`src/rtl/instr_fetch.sv`:
```
// instr_fetch: program counter, req/ack instruction fetch and field split
// for the single-cycle MIPS-subset core.
module instr_fetch #(
   parameter logic [31:0] RESET_PC = 32'h0000_0000
) (
   input  logic        clk,
   input  logic        rst_n,
   output logic        imem_req,
   output logic [31:0] imem_addr,
   input  logic        imem_ack,
   input  logic [31:0] imem_rdata,
   input  logic        core_ready,
   input  logic        nPC_sel,
   input  logic        zero,
   output logic        inst_valid,
   output logic [31:0] instr,
   output logic [31:0] pc,
   output logic [5:0]  opcode,
   output logic [4:0]  rs,
   output logic [4:0]  rt,
   output logic [4:0]  rd,
   output logic [5:0]  funct,
   output logic [15:0] imm16
);
   typedef enum logic [1:0] {IDLE, REQ, VALID} state_t;
   state_t      state_q;
   logic        req_q;
   logic        valid_q;
   logic [31:0] instr_q;
   logic [31:0] pc_q;
   logic [31:0] pc_d;
   // branch offset is the sign-extended word offset, wrapping modulo 2^32
   assign pc_d = pc_q + 32'd4 + ((nPC_sel & zero) ? {{14{instr_q[15]}}, instr_q[15:0], 2'b00} : 32'd0);
   always_ff @(posedge clk or negedge rst_n) begin
      if (!rst_n) begin
         state_q <= IDLE;
         req_q   <= 1'b0;
         valid_q <= 1'b0;
         instr_q <= 32'd0;
         pc_q    <= RESET_PC;
      end else begin
         case (state_q)
            IDLE: begin
               state_q <= REQ;
               req_q   <= 1'b1;
            end
            REQ: if (imem_ack) begin
               state_q <= VALID;
               instr_q <= imem_rdata;
               req_q   <= 1'b0;
               valid_q <= 1'b1;
            end
            VALID: if (core_ready) begin
               state_q <= REQ;
               pc_q    <= pc_d;
               req_q   <= 1'b1;
               valid_q <= 1'b0;
            end
            default: begin
               state_q <= IDLE;
               req_q   <= 1'b0;
               valid_q <= 1'b0;
            end
         endcase
      end
   end
   assign imem_req   = req_q;
   assign imem_addr  = pc_q;
   assign pc         = pc_q;
   assign inst_valid = valid_q;
   assign instr      = instr_q;
   assign opcode     = instr_q[31:26];
   assign rs         = instr_q[25:21];
   assign rt         = instr_q[20:16];
   assign rd         = instr_q[15:11];
   assign funct      = instr_q[5:0];
   assign imm16      = instr_q[15:0];
endmodule

```
`config.mk`:
```
export PLATFORM = sky130hd
export DESIGN_NAME = instr_fetch
export DESIGN_NICKNAME = d
export VERILOG_FILES = /design/src/rtl/instr_fetch.sv
export SDC_FILE = /design/constraint.sdc
export NUM_CORES = 1
export LEC_CHECK = 0
export BUFFER_PORTS_ARGS = -buffer_cell sky130_fd_sc_hd__buf_4
export CAP_MARGIN = 10
export CORE_ASPECT_RATIO = 0.9
export CORE_UTILIZATION = 45
export CTS_CLUSTER_SIZE = 40
export DETAILED_ROUTE_END_ITERATION = 16
export PLACE_DENSITY_LB_ADDON = 0.25
export SLEW_MARGIN = 15
export SYNTH_ARGS = -nofsm -noshare
export SYNTH_HDL_FRONTEND = slang
export SYNTH_SLANG_ARGS = --single-unit
```
`constraint.sdc`:
```
create_clock -name clk -period 7.9 [get_ports clk]
set_input_delay 0.79 -clock clk [delete_from_list [all_inputs] [get_ports clk]]
set_output_delay 0.79 -clock clk [all_outputs]
set_load 0.01 [all_outputs]
```
==> results.json <==
{
  "status": "complete, no violations",
  "fin_hold_ws_ns": 0.5099,
  "drt_iter0_drc": 196,
  "ant_nets": 0,
  "rsz0062_at_grt": "no",
  "final_cells": 789,
  "htreeDepth": 3,
  "clockBufferDepth": 2,
  "max_freq_mhz": 267.8,
  "grt_overflow_total": 0,
  "seq_area_um2": 1627,
  "p_int_w": 0.001495,
  "slew_headroom_pct": 32.95,
  "cts_setup_buffers": 0,
  "clkPwrFrac_pct": 17.1,
  "gp_congestion": 0.8324,
  "comb_power_share_pct": 55.5,
  "drc": 0,
  "routed_wl_mm": 11.86,
  "tns_ns": 0,
  "critPathRequiredTime_ns": 8.10,
  "grt_max_degree": 66,
  "critPathBufInv": 1,
  "worstSetupEndpointType": "flip-flop",
  "clk_latency_ns": 0.33,
  "clock-skew-final_ns": 0.01051,
  "grt_pass1_vias": 3894,
  "finalCritPeriodShare_pct": 47.27,
  "cts.sinks": 65,
  "synthCells": 538,
  "num_io_pins": 179,
  "p_per_area_nw_per_um2": 403.5,
  "finalWorstSetupSlack_ns": 4.166,
  "post-place-ws_ns": 3.790,
  "setup_violations": 0,
  "track_usage_pct": 20.70,
  "drv_slew": 0,
  "wl_per_cell_um": 15.04,
  "crit_type": "in2reg",
  "vias": 4118,
  "multi_input_area_um2": 2729,
  "root_buffer": "clkbuf_16",
  "fin_nets": 714,
  "worst_slew_pin_slew_ns": 1.003,
  "ys_warn_count": 0,
  "power.leakage_nw": 3.224,
  "die-height_um": 102.4,
  "synth_area_leaders": "dfrtp_1, buf_4, ha_1",
  "cpPeakStageDelay_ns": 0.73,
  "cap_violations": 0,
  "grt_pass1_wl_mm": 18.91,
  "ctsHoldBuffers": 0,
  "hp-class": "reg2reg",
  "crit_slowest_cell": "nand3_1",
  "antenna_cells": 0,
  "fillers": 950,
  "ys_seq_elements": 65,
  "netlist_area_um2": 5036,
  "synth_cell_types": 59,
  "vias_per_cell": 5.219,
  "hold_viol_final": 0,
  "rows": 36,
  "hpwl_mm": 9.003,
  "yosysTopAreaCell": "dfrtp_1",
  "postCtsResizedCells": 0,
  "crit_path_start_kind": "input port",
  "synth-main-ff-cell": "dfrtp_1",
  "ys_async_sr_fraction_pct": 100.0,
  "arrival_ns": 3.93,
  "cp_max_fo": 17,
  "path_common_cell": "a31oi_1",
  "antenna_found_initial": 0,
  "synth_commonest_cells": "buf_4, dfrtp_1, nand2_1",
  "drtPass1Iterations": 4,
  "pwr-share-seq_pct": 27.4,
  "cts_tree": "done",
  "initial_core_util_pct": 46.39,
  "clk_pin_slew_ns": 0.06,
  "core_um2": 10860,
  "fin_crit_ns": 3.734,
  "synth.avg_cell_area_um2": 9.361,
  "cp_cell_sequence": "buf_4 > nand3_1 > xnor2_1 > ha_1 > nand4_1 > a31oi_1 > o211ai_1 > a31oi_1 > o22a_1 > a31oi_1 > o311ai_0",
  "die-area_um2": 11620,
  "cts_buffers": 9,
  "synth-edff-count": 0,
  "peakVddDrop_v": 0.0002437,
  "dp.cells": 773,
  "synth_top_area_share_pct": 32.30,
  "critical_path.top_delay_family": "compound AO/OA/AOI/OAI gates",
  "swShare_pct": 40.39,
  "syn2layout_area_growth_pct": 23.43,
  "drive_gt1_share_pct": 36.58,
  "fp.dieW_um": 113.5,
  "synth_most_common_cell": "buf_4",
  "power_switching_w": 0.001013,
  "numPortBuffers": 174,
  "seq_area_frac_synth_pct": 32.30
}
layout by cell type (no fill, tap or decap), drive strengths merged, types with 4 or more instances in the layout:
cell type / Yosys / final
nand2: 54 / 54
and3: 20 / 20
a211oi: 4 / 4
o311ai: 5 / 5
o21ai: 38 / 38
a211o: 4 / 4
ha: 43 / 43
xnor2: 24 / 24
clkbuf: 15 / 10
nand2b: 4 / 4
nor2: 9 / 9
mux2: 32 / 32
nor3b: 7 / 7
o21a: 4 / 4
buf: 81 / 176
a21oi: 26 / 26
dfrtp: 65 / 65
xor2: 7 / 7
nand4: 4 / 4
a31oi: 5 / 5
nand3: 12 / 12
and2: 17 / 17
conb: 1 / 4
inv: 8 / 9
a21o: 13 / 13
power by group through the flow:
stage               clock network, W  registers, W  logic (W)
finish                      0.000428      0.000687    0.00139
global route                0.000453      0.000721    0.00152
CTS                         0.000439      0.000693    0.00140
detailed placement                 0      0.000695    0.00140
global placement                   0      0.000685    0.00137
floorplan                          0      0.000714   0.000930
worst reg2reg max path, delay by kind of cell, from the launching register on:
kind / cells / cell delay [ns]
compound gates: 6 / 1.28
simple gates: 2 / 0.90
fa+ha+maj: 1 / 0.44
flops: 1 / 0.43
xor+xnor: 1 / 0.37
cells by family (layout without fill, tap and decap cells):
logic type	after synthesis	in the layout	share of synthesized area (%)
muxes	34	34	7.553
and+or+nand+nor	140	140	14.48
xor gates and xnor gates	31	31	5.391
buffers and inverters	104	200	13.74
other	1	4	0.07446
AOI/OAI and AO/OA	119	119	15.38
adders and majority gates	44	44	11.08
DFF	65	65	32.30
metrics by stage:
stage	utilization (%)	cell area, µm²	total power [W]
finish	57.26	6216	0.002508
global placement	54.32	5897	0.002058
CTS	57.26	6216	0.002534
detailed placement	54.32	5897	0.002091
floorplan	-	5047	0.001644
global route	57.26	6216	0.002691
final cells by class:
type                       count  area share [%]
clock buffer                  10           3.684
clock inverter                 6           1.449
inverter                       8          0.4831
multi-input combinational    372           43.90
sequential                    65           26.17
tap                          152           3.060
timing repair buffer         176           21.26
registers in the layout, indices dropped and copies added, names as in the netlist:
name,cells
instr,32
state_q,2
inst_valid,1
imem_addr,30
routing by layer:
| layer | global-route usage [%] | vias up | wire, µm |
|---|---|---|---|
| li1 | - | 2019 | - |
| met1 | 26.03 | 1942 | 5203 |
| met2 | 35.18 | 141 | 5924 |
| met3 | 4.626 | 16 | 585 |
| met4 | 7.389 | 0 | 150 |
| met5 | 0 | - | 0 |
path summary, 6_finish.rpt:
path / from / slack [ns] / to / cells past startpoint
max in group asynchronous: rst_n / 6.78 / instr[3]$_DFFE_PN0P_ / 1
max: zero / 4.17 / imem_addr[29]$_DFFE_PN0P_ / 11
min: state_q[1]$_DFFE_PN0P_ / 0.51 / state_q[0]$_DFFE_PN0P_ / 1
min in group asynchronous: rst_n / 0.56 / imem_addr[15]$_DFFE_PN0P_ / 1
max reg2reg: instr[15]$_DFFE_PN0P_ / 4.34 / imem_addr[29]$_DFFE_PN0P_ / 10
min reg2reg: state_q[1]$_DFFE_PN0P_ / 0.51 / state_q[0]$_DFFE_PN0P_ / 1
No activity file was read; power rests on OpenSTA's default activity.
